**config.mk**
```make
export PLATFORM = sky130hd
export DESIGN_NAME = rr_arbiter8
export DESIGN_NICKNAME = d
export VERILOG_FILES = /design/src/rtl/rr_arbiter8.sv
export SDC_FILE = /design/constraint.sdc
export NUM_CORES = 1
export LEC_CHECK = 0
export ABC_AREA = 1
export CAP_MARGIN = 10
export CORE_AREA = 5 5 80 82
export CTS_BUF_LIST = sky130_fd_sc_hd__clkbuf_4 sky130_fd_sc_hd__clkbuf_8
export CTS_CLUSTER_SIZE = 8
export DETAILED_ROUTE_END_ITERATION = 12
export DIE_AREA = 0 0 85 87
export PLACE_DENSITY = 0.74
export SYNTH_ARGS = -nofsm -noshare
export SYNTH_HDL_FRONTEND = slang
export SYNTH_SLANG_ARGS = --single-unit
```
**constraint.sdc**
```tcl
create_clock -name clk -period 2.8 [get_ports clk]
set_input_delay 0.7 -clock clk [delete_from_list [all_inputs] [get_ports clk]]
set_output_delay 0.7 -clock clk [all_outputs]
set_load 0.005 [all_outputs]
```
**src/rtl/rr_arbiter8.sv**
```systemverilog
// Eight-way round-robin arbiter with grant locking and a bounded hold time.
// The registered one-hot grant feeds Encoder8x3.data downstream.
module rr_arbiter8 #(
  parameter int MAX_HOLD = 16
) (
  input  logic       clk,
  input  logic       rst,
  input  logic [7:0] req,
  output logic [7:0] grant,
  output logic       grant_valid
);

  typedef enum logic {IDLE, GRANT} state_t;

  localparam logic [7:0] HOLD_LIM = 8'(MAX_HOLD);

  state_t     state;
  logic [2:0] ptr;
  logic [7:0] hold_cnt;
  logic [2:0] g;

  logic [7:0] others;
  logic       win_all_found;
  logic [2:0] win_all;
  logic       win_oth_found;
  logic [2:0] win_oth;
  logic [2:0] idx;
  logic       timeout;

  // Two parallel searches from ptr: one over all requests (release/idle),
  // one excluding the current grantee (timeout handoff).
  always_comb begin
    others        = req & ~grant;
    win_all_found = 1'b0;
    win_all       = 3'd0;
    win_oth_found = 1'b0;
    win_oth       = 3'd0;
    idx           = 3'd0;
    for (int i = 0; i < 8; i++) begin
      idx = ptr + 3'(i);
      if (!win_all_found && req[idx]) begin
        win_all_found = 1'b1;
        win_all       = idx;
      end
      if (!win_oth_found && others[idx]) begin
        win_oth_found = 1'b1;
        win_oth       = idx;
      end
    end
    timeout = (MAX_HOLD != 0) && (hold_cnt == HOLD_LIM) && (others != 8'h00);
  end

  always_ff @(posedge clk) begin
    if (rst) begin
      state       <= IDLE;
      ptr         <= 3'd0;
      hold_cnt    <= 8'd0;
      g           <= 3'd0;
      grant       <= 8'h00;
      grant_valid <= 1'b0;
    end else begin
      case (state)
        IDLE: begin
          if (win_all_found) begin
            grant       <= 8'b1 << win_all;
            grant_valid <= 1'b1;
            g           <= win_all;
            ptr         <= win_all + 3'd1;
            hold_cnt    <= 8'd1;
            state       <= GRANT;
          end else begin
            grant       <= 8'h00;
            grant_valid <= 1'b0;
          end
        end
        GRANT: begin
          if (!req[g]) begin
            // Release: g's bit is 0, so it cannot win the re-arbitration.
            if (win_all_found) begin
              grant       <= 8'b1 << win_all;
              grant_valid <= 1'b1;
              g           <= win_all;
              ptr         <= win_all + 3'd1;
              hold_cnt    <= 8'd1;
            end else begin
              grant       <= 8'h00;
              grant_valid <= 1'b0;
              hold_cnt    <= 8'd0;
              state       <= IDLE;
            end
          end else if (timeout) begin
            grant       <= 8'b1 << win_oth;
            grant_valid <= 1'b1;
            g           <= win_oth;
            ptr         <= win_oth + 3'd1;
            hold_cnt    <= 8'd1;
          end else if (hold_cnt != 8'hFF) begin
            hold_cnt <= hold_cnt + 8'd1;
          end
        end
        default: begin
          state       <= IDLE;
          grant       <= 8'h00;
          grant_valid <= 1'b0;
        end
      endcase
    end
  end

endmodule

```
Word level (Yosys, flattened, before mapping). Index checks and enable logic that the tools add are counted.

$add $sub $neg: 10. Order comparisons: 9. Equality and inequality tests: 5. Shifts and indexed selects: 2. Mux-type cells: 89. Bitwise gates (word level): 3. Reduce and logical (&&, ||, !) cells: 31.

Operators with widths (number): $mux 3 (22); $mux 8 (7); $bmux 1 s3 (17); $mux 1 (37); $lt 3x4->1 const B (9); $pmux 8 s2 (2); $shl 1x3->8 const A (2); $logic_and 1x1->1 (15); $logic_not 1->1 (14); $add 3x3->3 const B (4); $pmux 3 s2 (2); $add 3x1->3 const B (3); $add 8x1->8 const B (1); $and 8x8->8 (1); $eq 8x5->1 const B (1); $ne 8x8->1 const B (1); $not 8->8 (1); $reduce_bool 8->1 (1); $add 3x2->3 const B (2); $ne 4x3->1 const B (1); $pmux 1 s2 (2); $ne 3x3->1 const B (1); $ne 2x2->1 const B (1); $reduce_and 2->1 (1); $not 1->1 (1).

Register bits: 24. Bits of input ports: 10. Output and inout port bits: 9. Logic and storage cells: 155.

Longest topological paths before layout. Gate-level depths: netlist (run 1).

Depth in word-level cells: 30. Depth in mapped cells: 25.

Worst setup path before layout (run 1). Ideal clock, no wire load.

Path type: flip-flop to flip-flop. From: reg ptr[1]. To: reg ptr[2]. Setup time: 0.127 ns. Data arrival time: 2.950 ns. Required time: 2.673 ns. Slack: -0.277 ns. Cell stages (with the launch flop): 22. Buffers on the path: 3. Cells stage by stage: dfxtp_1 buf_2 inv_1 buf_4 ha_1 buf_1 nand2_1 nand2_1 nand2_1 nand2_1 inv_1 nor2_4 nand2_2 nor2_4 nand3_1 nand3_1 nand2_1 inv_1 ha_1 ha_1 o211ai_1 a21oi_1.

Cells in the longest elaborated chain, start to end: 28.

RTL lines: start, declared (line 18) `logic [2:0] ptr;`; start signal, assigned (line 68) `ptr <= win_all + 3'd1;`; start signal, assigned (line 83) `ptr <= win_all + 3'd1;`; start signal, assigned (line 95) `ptr <= win_oth + 3'd1;`; parallel branches: the longest is 27 deep, another holds $add 3x1->3; $pmux 3 s2 * (line 62) `case (state)`.

Mark *: on every way between the ends. The select of a mux whose other input is x is not followed. A chain may end at the register's enable or synchronous reset.

Worst setup path after layout (run 1).
From: reg ptr[0]. To: reg grant[1].

Cells in the longest elaborated chain, start to end: 28.

RTL lines: parallel branches: the longest is 27 deep, another holds $add 3x1->3; $pmux 8 s2 * (line 62); end signal, assigned (line 65) `grant <= 8'b1 << win_all;`; end signal, assigned (line 80) `grant <= 8'b1 << win_all;`; end signal, assigned (line 92) `grant <= 8'b1 << win_oth;`; end, declared (line 9) `output logic [7:0] grant,`.

Marks and branches as above.

==> results by group, run 1 <==
Timing
  • Fin Hold WS: 0.4940 ns
  • Final critical-path setup slack: -0.1626 ns
  • Max-slew headroom: 66.30%
  • Final Hold Fails: 0
  • Worst-margin pin slew: 0.5050 ns
  • Fmax: 337.5 MHz
  • RSZ-0062 raised after global routing: true
  • Final setup skew: 0.004833 ns
  • Final Critical Period: 2.963 ns
  • Period utilization: 105.8%
  • Setup-failing EPs final: 11
  • Final slew viol count: 0

Routing
  • Routed WL: 11,810 um
  • Routed Antenna Nets: 0
  • Routed len/inst: 16.66 um
  • Pre-antenna DRT Iters: 5
  • Vias after detailed routing: 4,142
  • Avg Vias per Cell: 5.842
  • Remaining DRCs: 0
  • Iteration-0 DRC Markers: 449

GRT
  • Congestion Overflow GR: 0
  • Wire length of the first global-routing pass: 17,600 um
  • Initial antenna violation count: 0
  • Vias in the first global route: 3,811
  • GRT Total Usage: 29.05%
  • Largest net degree at the start of global routing: 22

Layout
  • Most common cell after layout, fill and taps aside: buf_4
  • Nets: 655
  • Syn-to-layout area delta: 52.64%
  • Final standard cell area without fillers: 4408 um2
  • Share of cells above drive strength 1: 38.80%
  • # diodes: 0
  • Commonest non-fill, non-tap cells in the layout: buf_4, nand2_1, nand3_1, inv_1, nor2_1

Setup path
  • CP max-delay cell: dfxtp_4
  • Startpoint Class: register
  • Arrival time worst endpoint: 3.17 ns
  • Reg-to-Reg End: grant[1]
  • Critical Path Start: ptr[0]
  • CP most frequent cell: nand2_4
  • Critical-path cell list: inv_4, ha_4, buf_6, nand2_4, nand3_4, o21ai_4, nor2_8, nand2_4, nor2_4, nand4_1, inv_1, nand2_1, nand2_2, nand2_4, inv_2, ha_1, inv_1, nor2_2, nand4_1, nand2_1, nor2_1, nor2_1
  • Reg2reg path depth: 22
  • CP top delay family: simple AND/OR/NAND/NOR gates
  • Critical Path End Type: register
  • Worst path bufs/invs: 5
  • Reg-to-reg critical path startpoint: ptr[0]
  • Worst path required time: 3.01 ns
  • Max FO, Critical Path: 6
  • Max incr delay on CP: 0.41 ns
  • Register-to-register setup slack: -0.16 ns
  • Crit Path Class: register to register
  • Critical Path End: grant[1]
  • Stages on the worst setup path: 22

Synth
  • Synthesized area per cell: 5.753 um2
  • Post-Synthesis Cells: 502
  • Post-synthesis sequential area ratio: 16.64%
  • Library cells used by synthesis: 37
  • Largest cells by area after synthesis: nand2_1, dfxtp_1, nand3_1
  • Post-Syn Area: 2888 um2
  • Synth warnings: 0
  • Share of the synthesized area in the top cell type: 17.42%
  • Synthesized Nets: 522
  • Leading area contributor after synthesis: nand2_1
  • #FFs+latches synth: 24

Outcome
  • Status: complete, but fails checks
  • Failing checks: negative setup slack

Place
  • Gpl congestion: 0.9670
  • Worst slack, placed: -0.6557 ns
  • Placed cell areas: 3897 um2
  • Port buffer count: 18
  • HPWL after DPL: 8193 um

Clock tree
  • Worst-path clk slew: 0.08 ns
  • H-Tree Depth: 1
  • CTS root buf: clkbuf_8
  • Clk_lat worst skew: 0.27 ns
  • Cts bufs inserted: 3
  • Max Root-Sink Buffers: 2
  • CTS tree: yes
  • Clk sinks: 24

Job
  • Number of max-cap violations: 0

Hold path
  • Worst Hold Class: register to register

Floorplan
  • Die width: 85 um
  • Cell Rows: 28
  • Die height: 87 um
  • Core area: 5675 um2
  • I/O pin count: 19
  • Total die area: 7395 um2
  • Starting density of the core: 50.88%
[state kept, by name, indices dropped and copies added, names as in the netlist]
register,flops
grant_valid,1
ptr,3
state,1
hold_cnt,8
g,3
grant,8
[cell usage after synthesis (all sizes together)]
cell type,count
buf,10
inv,64
a31o,1
dfxtp,24
o21ai,36
a31oi,2
nor3,6
nand4,27
nand3,83
nand2,144
nor4,1
nor2,47
o21bai,2
a21oi,24
ha,10
clkbuf,4
xnor2,2
xor2,4
and2,2
o22ai,3
a221oi,2
nor3b,2
o211ai,2
[what timing repair did]
item,4_1_cts,5_1_grt
cloned,0,0
buffers inserted,11,10
resized for setup,50,82
hold buffers,0,0
pin swaps,25,36
setup endpoints to repair,17,14
[worst min path at each step]
stage                            from          end  slack (ns)  cells after the start
after global routing            state  hold_cnt[4]        0.53                      2
after global placement    grant_valid  grant_valid        0.47                      2
final                           state  hold_cnt[4]        0.49                      2
after detailed placement  grant_valid  grant_valid        0.48                      2
after floorplan                 state  hold_cnt[4]        0.45                      2
after CTS                       state  hold_cnt[4]        0.49                      2
[worst reg2reg max path: cells and delay by family, from the launching register on]
| family | cells | cell delay (ns) |
|---|---|---|
| compound gates | 1 | 0.09 |
| fa+ha+maj | 2 | 0.49 |
| flops | 1 | 0.41 |
| simple gates | 14 | 1.45 |
| buf+inv | 5 | 0.48 |
[area by class of cell]
cell class | count | area [um2]
Multi-Input combinational cell | 400 | 2382
Clock buffer | 4 | 55.05
Tap cell | 75 | 93.84
Sequential cell | 24 | 488.0
Timing Repair Buffer | 142 | 1129
Inverter | 64 | 260.3
Fill cell | 423 | 1267
[per-layer routing]
metal | vias to the layer above | track usage, % | wire length (um)
li1 | 1947 | - | -
met1 | 1839 | 35.65 | 4437
met2 | 266 | 50.14 | 5636
met3 | 90 | 3.217 | 926
met4 | 0 | 14.68 | 810
met5 | - | 0 | 0
[cells by family (layout without fill, tap and decap cells)]
kind of cell | count (synthesis) | in the layout | synth area share (%)
compound gates | 72 | 72 | 14.08
buf+inv | 78 | 210 | 11.40
xor+xnor | 6 | 6 | 1.820
flops | 24 | 24 | 16.64
simple gates | 312 | 312 | 51.73
fa+ha+maj | 10 | 10 | 4.333
[through the flow]
stage | util [%] | setup TNS, ns | std cells
after floorplan | - | 0 | 502
after global placement | 68.67 | -7.851 | 684
after detailed placement | 68.67 | -9.553 | 684
after CTS | 72.60 | 0 | 699
after global routing | 77.67 | -2.355 | 709
final | 77.67 | -1.059 | 709
Power of run 1 is left out: the tool's default activity adds up to more than one toggle a clock period on the data nets, which glitch-free logic cannot reach.
==> inputs of run 2 (changes only) <==
--- a/config.mk
+++ b/config.mk
@@ -13,6 +13,7 @@
 export DETAILED_ROUTE_END_ITERATION = 12
 export DIE_AREA = 0 0 85 87
 export PLACE_DENSITY = 0.74
+export SETUP_SLACK_MARGIN = 0.4
 export SYNTH_ARGS = -nofsm -noshare
 export SYNTH_HDL_FRONTEND = slang
 export SYNTH_SLANG_ARGS = --single-unit
==> results by group, run 2 (synthesis gave the netlist of run 1 again) <==
Setup path
  • Max FO, Critical Path: 10
  • Critical Path End Type: register
  • CP most frequent cell: nor2_2
  • Crit Path Class: register to register
  • Worst path required time: 2.96 ns
  • Reg2reg path depth: 22
  • Max incr delay on CP: 0.38 ns
  • Reg-to-Reg End: grant[1]
  • Startpoint Class: register
  • Critical-path cell list: buf_6, buf_16, o21ai_4, nand2_2, nand3_4, nand2_4, nor2_8, buf_6, nand4_1, nor2_2, nor2_2, nand3_1, nand2_2, nand2_4, inv_2, ha_1, inv_1, nor2_2, nand4_1, nand2_1, nor2_2, nor2_1
  • Arrival time worst endpoint: 3.46 ns
  • CP max-delay cell: dfxtp_4
  • Reg-to-reg critical path startpoint: ptr[0]
  • Register-to-register setup slack: -0.50 ns

Clock tree
  • Worst-path clk slew: 0.09 ns
  • Clk sinks: 24
  • Cts bufs inserted: 3
  • CTS tree: yes
  • Hold Buf Count CTS: 0
  • CTS root buf: clkbuf_8
  • H-Tree Depth: 1
  • Max Root-Sink Buffers: 2
  • Clk_lat worst skew: 0.27 ns

GRT
  • Vias in the first global route: 4,372
  • Initial antenna violation count: 1
  • Wire length of the first global-routing pass: 20,890 um
  • GRT Total Usage: 35.23%
  • Congestion Overflow GR: 0
  • Largest net degree at the start of global routing: 18

Timing
  • Period utilization: 117.7%
  • Final Hold Fails: 0
  • Final Critical Period: 3.297 ns
  • Fmax: 303.3 MHz
  • Final slew viol count: 0
  • Worst-margin pin slew: 0.5637 ns
  • RSZ-0062 raised after global routing: true
  • Final critical-path setup slack: -0.4968 ns
  • TNS Setup: -3.192 ns
  • Final setup skew: 0.002631 ns
  • Setup-failing EPs final: 12
  • Max-slew headroom: 62.38%

Routing
  • Routed Antenna Nets: 0
  • Routed WL: 16,550 um
  • Remaining DRCs: 0
  • Iteration-0 DRC Markers: 715
  • Vias after detailed routing: 4,839
  • Routed len/inst: 23.18 um
  • Avg Vias per Cell: 6.777
  • Pre-antenna DRT Iters: 9

Floorplan
  • Die height: 87 um
  • Cell Rows: 28
  • Total die area: 7395 um2
  • I/O pin count: 19
  • Core area: 5675 um2
  • Die width: 85 um
  • Starting density of the core: 50.88%

Place
  • Port buffer count: 18
  • HPWL after DPL: 8426 um
  • Gpl congestion: 1.046

Hold path
  • Hold path depth: 2
  • Hold endpoint: grant_valid
  • Hold_sp: grant_valid
  • Worst Hold Class: register to register

Layout
  • Final Util: 87.32%
  • Syn-to-layout area delta: 71.62%
  • Share of cells above drive strength 1: 48.43%
  • Commonest non-fill, non-tap cells in the layout: buf_4, nand2_1, inv_1, nand3_1, nand2_2
  • Most common cell after layout, fill and taps aside: buf_4
  • Top flop regs: grant (8), hold_cnt (8)
  • Nets: 660

Outcome
  • Failing checks: negative setup slack
  • Status: complete, but fails checks

Job
  • Number of max-cap violations: 0
==> run 2: changes by cell type in the layout (fill, tap and decap cells not counted), moves of 4 or more <==
cell / previous run / this run
nand2_1: 110 / 88
nand3_1: 66 / 45
nand2_2: 27 / 40
nand3_2: 14 / 26
nand3_4: 3 / 12
buf_6: 5 / 13
nand2_4: 7 / 14
buf_4: 116 / 110
o21ai_4: 2 / 7
clkbuf_2: 4 / 0
nor2_1: 31 / 27
==> run 2: area by class of cell <==
class | instances | area [um2]
Timing Repair inverter | 1 | 6.256
Fill cell | 284 | 719.4
Clock buffer | 3 | 41.29
Timing Repair Buffer | 145 | 1222
Multi-Input combinational cell | 401 | 2825
Sequential cell | 24 | 489.2
Antenna cell | 1 | 2.502
Tap cell | 75 | 93.84
Inverter | 64 | 275.3
==> run 2: metal layers <==
layer  up-vias  track usage (%)  part of all wire (%)
met5         -                0                     0
met4         0            26.62                    13
met3       212            5.960                    12
met2       524            61.72                    43
met1      2143            37.77                    32
li1       1960                -                     -
==> run 2: worst max-delay path by stage <==
stage | startpoint | to | slack (ns) | depth (start not counted)
after floorplan | ptr[1] | ptr[2] | 0.1 | 21
after global placement | req[6] | grant[1] | -0.55 | 24
after detailed placement | req[1] | ptr[2] | -0.64 | 17
after CTS | ptr[0] | ptr[2] | 0.08 | 18
after global routing | ptr[0] | grant[1] | -0.67 | 23
final | ptr[0] | grant[1] | -0.50 | 22
==> run 2: critical path, delay by kind of cell (launching register included) <==
family | cells | cell delay (ns)
and+or+nand+nor | 15 | 1.80
buffers and inverters | 5 | 0.60
DFF | 1 | 0.38
AOI/OAI and AO/OA | 1 | 0.21
adders and majority gates | 1 | 0.19
==> run 2: per-stage QoR <==
step / hold slack, ns / instance area, um2 / setup WS (ns) / std cells
after global routing: 0.5492 / 4956 / -0.6744 / 714
after detailed placement: 0.4767 / 3816 / -0.6406 / 668
final: 0.4994 / 4956 / -0.4968 / 714
after global placement: 0.4742 / 3816 / -0.5523 / 668
after floorplan: 0.4509 / 2979 / 0.09613 / 502
after CTS: 0.4948 / 4609 / 0.08425 / 705
==> run 2: what timing repair did <==
action,in CTS,in global routing
endpoints found under the setup margin,24,24
setup buffers,31,7
resized for setup,157,62
cloned,3,1
pin swaps,68,36
Power of run 2 is left out for the same reason.
==> inputs of run 3 (changes only) <==
--- a/config.mk
+++ b/config.mk
@@ -12,7 +12,7 @@
 export CTS_CLUSTER_SIZE = 8
 export DETAILED_ROUTE_END_ITERATION = 12
 export DIE_AREA = 0 0 85 87
-export PLACE_DENSITY = 0.74
+export PLACE_DENSITY = 0.72
 export SETUP_SLACK_MARGIN = 0.4
 export SYNTH_ARGS = -nofsm -noshare
 export SYNTH_HDL_FRONTEND = slang
==> constraint.sdc (replaced) <==
create_clock -name clk -period 3.1 [get_ports clk]
set_input_delay 0.775 -clock clk [delete_from_list [all_inputs] [get_ports clk]]
set_output_delay 0.775 -clock clk [all_outputs]
set_load 0.005 [all_outputs]
==> results by group, run 3 (synthesis gave the netlist of run 1 again) <==
Layout
  • Final standard cell area without fillers: 4268 um2
  • Area of the multi-input gates: 2442 um2
  • # diodes: 0
  • Commonest non-fill, non-tap cells in the layout: nand2_1, buf_4, nand3_1, inv_1, nor2_1
  • Reg area: 489.2 um2
  • Syn-to-layout area delta: 47.79%
  • Filler cells: 478
  • Final Non-Filler Cells: 679
  • Most common cell after layout, fill and taps aside: nand2_1
  • Share of cells above drive strength 1: 35.43%
  • Nets: 625
  • Top flop regs: grant (8), hold_cnt (8)

Place
  • Port buffer count: 18
  • Worst slack, placed: -0.4515 ns
  • HPWL after DPL: 7748 um
  • Gpl congestion: 1.000
  • Placed insts: 654
  • Placed cell areas: 3737 um2

Timing
  • TNS Setup: 0 ns
  • Fmax: 358.5 MHz
  • Worst-margin pin slew: 0.4984 ns
  • Final setup skew: 0.004602 ns
  • RSZ-0062 raised after global routing: true
  • Final Hold Fails: 0
  • Max-slew headroom: 66.74%
  • Final critical-path setup slack: 0.3108 ns
  • Setup-failing EPs final: 0
  • Final Critical Period: 2.789 ns
  • Period utilization: 89.97%
  • Final slew viol count: 0

Routing
  • Remaining DRCs: 0
  • Routed len/inst: 15.61 um
  • Routed WL: 10,600 um
  • Met3 wire len: 698 um
  • Top routing layer used: met4
  • Iteration-0 DRC Markers: 457
  • Routed Antenna Nets: 0
  • M1 wire length: 4313 um
  • Avg Vias per Cell: 5.778
  • Metal2 WL: 5178 um
  • Pre-antenna DRT Iters: 5
  • Vias after detailed routing: 3,923

Floorplan
  • I/O pin count: 19
  • Cell Rows: 28
  • Die height: 87 um
  • Die width: 85 um
  • Core area: 5675 um2
  • Total die area: 7395 um2
  • Starting density of the core: 50.88%

Setup path
  • CP most frequent cell: ha_4
  • Crit Path Class: register to register
  • Max incr delay on CP: 0.41 ns
  • Max FO, Critical Path: 8
  • Critical-path cell list: inv_4, ha_4, buf_12, nand2_4, nand3_4, o21ai_4, nor2_8, nand2_4, nor2_4, nand4_1, buf_4, nand4_1, nand2_2, inv_2, ha_4, ha_4, o211ai_1, a21oi_1
  • CP max-delay cell: dfxtp_4
  • Worst path required time: 3.27 ns
  • CP top delay family: simple AND/OR/NAND/NOR gates
  • Arrival time worst endpoint: 2.96 ns
  • Critical Path End Type: register
  • Startpoint Class: register
  • Worst path bufs/invs: 4

Clock tree
  • CTS tree: yes
  • CTS root buf: clkbuf_8
  • Cts bufs inserted: 3
  • Max Root-Sink Buffers: 2
  • H-Tree Depth: 1
  • Clk_lat worst skew: 0.27 ns
  • Hold Buf Count CTS: 0
  • Clk sinks: 24
  • Worst-path clk slew: 0.09 ns

Outcome
  • Status: completed

GRT
  • Initial antenna violation count: 0
  • Congestion Overflow GR: 0
  • GRT Total Usage: 27.41%
  • Largest net degree at the start of global routing: 24
  • Wire length of the first global-routing pass: 16,570 um
  • Vias in the first global route: 3,504

Hold path
  • Worst Hold Class: register to register

Job
  • Number of max-cap violations: 0
## run 3: layout make-up
type / instances / share of cell area [%]
clock buffer: 4 / 1.290
tap: 75 / 2.199
multi-input combinational: 400 / 57.23
timing repair buffer: 112 / 21.61
sequential: 24 / 11.46
inverter: 64 / 6.215
## run 3: timing repair
item | CTS | global route
cloned | 0 | 0
pin swaps | 26 | 42
endpoints found under the setup margin | 24 | 20
resized for setup | 68 | 58
setup buffers | 15 | 6
## run 3: worst paths after layout
kind               start  cells past startpoint  slack (ns)          end
min          grant_valid                      2        0.50  grant_valid
max reg2reg       ptr[0]                     18        0.31       ptr[2]
max               ptr[0]                     18        0.31       ptr[2]
min reg2reg  grant_valid                      2        0.50  grant_valid
## run 3: worst register-to-register path, delay by kind of cell (launching register included)
kind	cells	cell delay [ns]
AND/OR/NAND/NOR	8	0.82
flip-flops	1	0.41
buffers and inverters	4	0.50
AO/OA/AOI/OAI	3	0.32
adder cells (fa/ha/maj)	3	0.65
## run 3: through the flow
step | hold slack [ns] | util [%]
after CTS | 0.5016 | 70.52
after global placement | 0.4686 | 65.85
after global routing | 0.5434 | 75.20
after detailed placement | 0.4798 | 65.85
final | 0.5035 | 75.20
after floorplan | 0.4509 | -
## run 3: per-layer routing
layer	vias up	GRT usage, %
li1	1895	-
met3	43	2.460
met2	190	47.18
met4	0	12.09
met1	1795	34.82
met5	-	0
Power of run 3 is left out for the same reason.
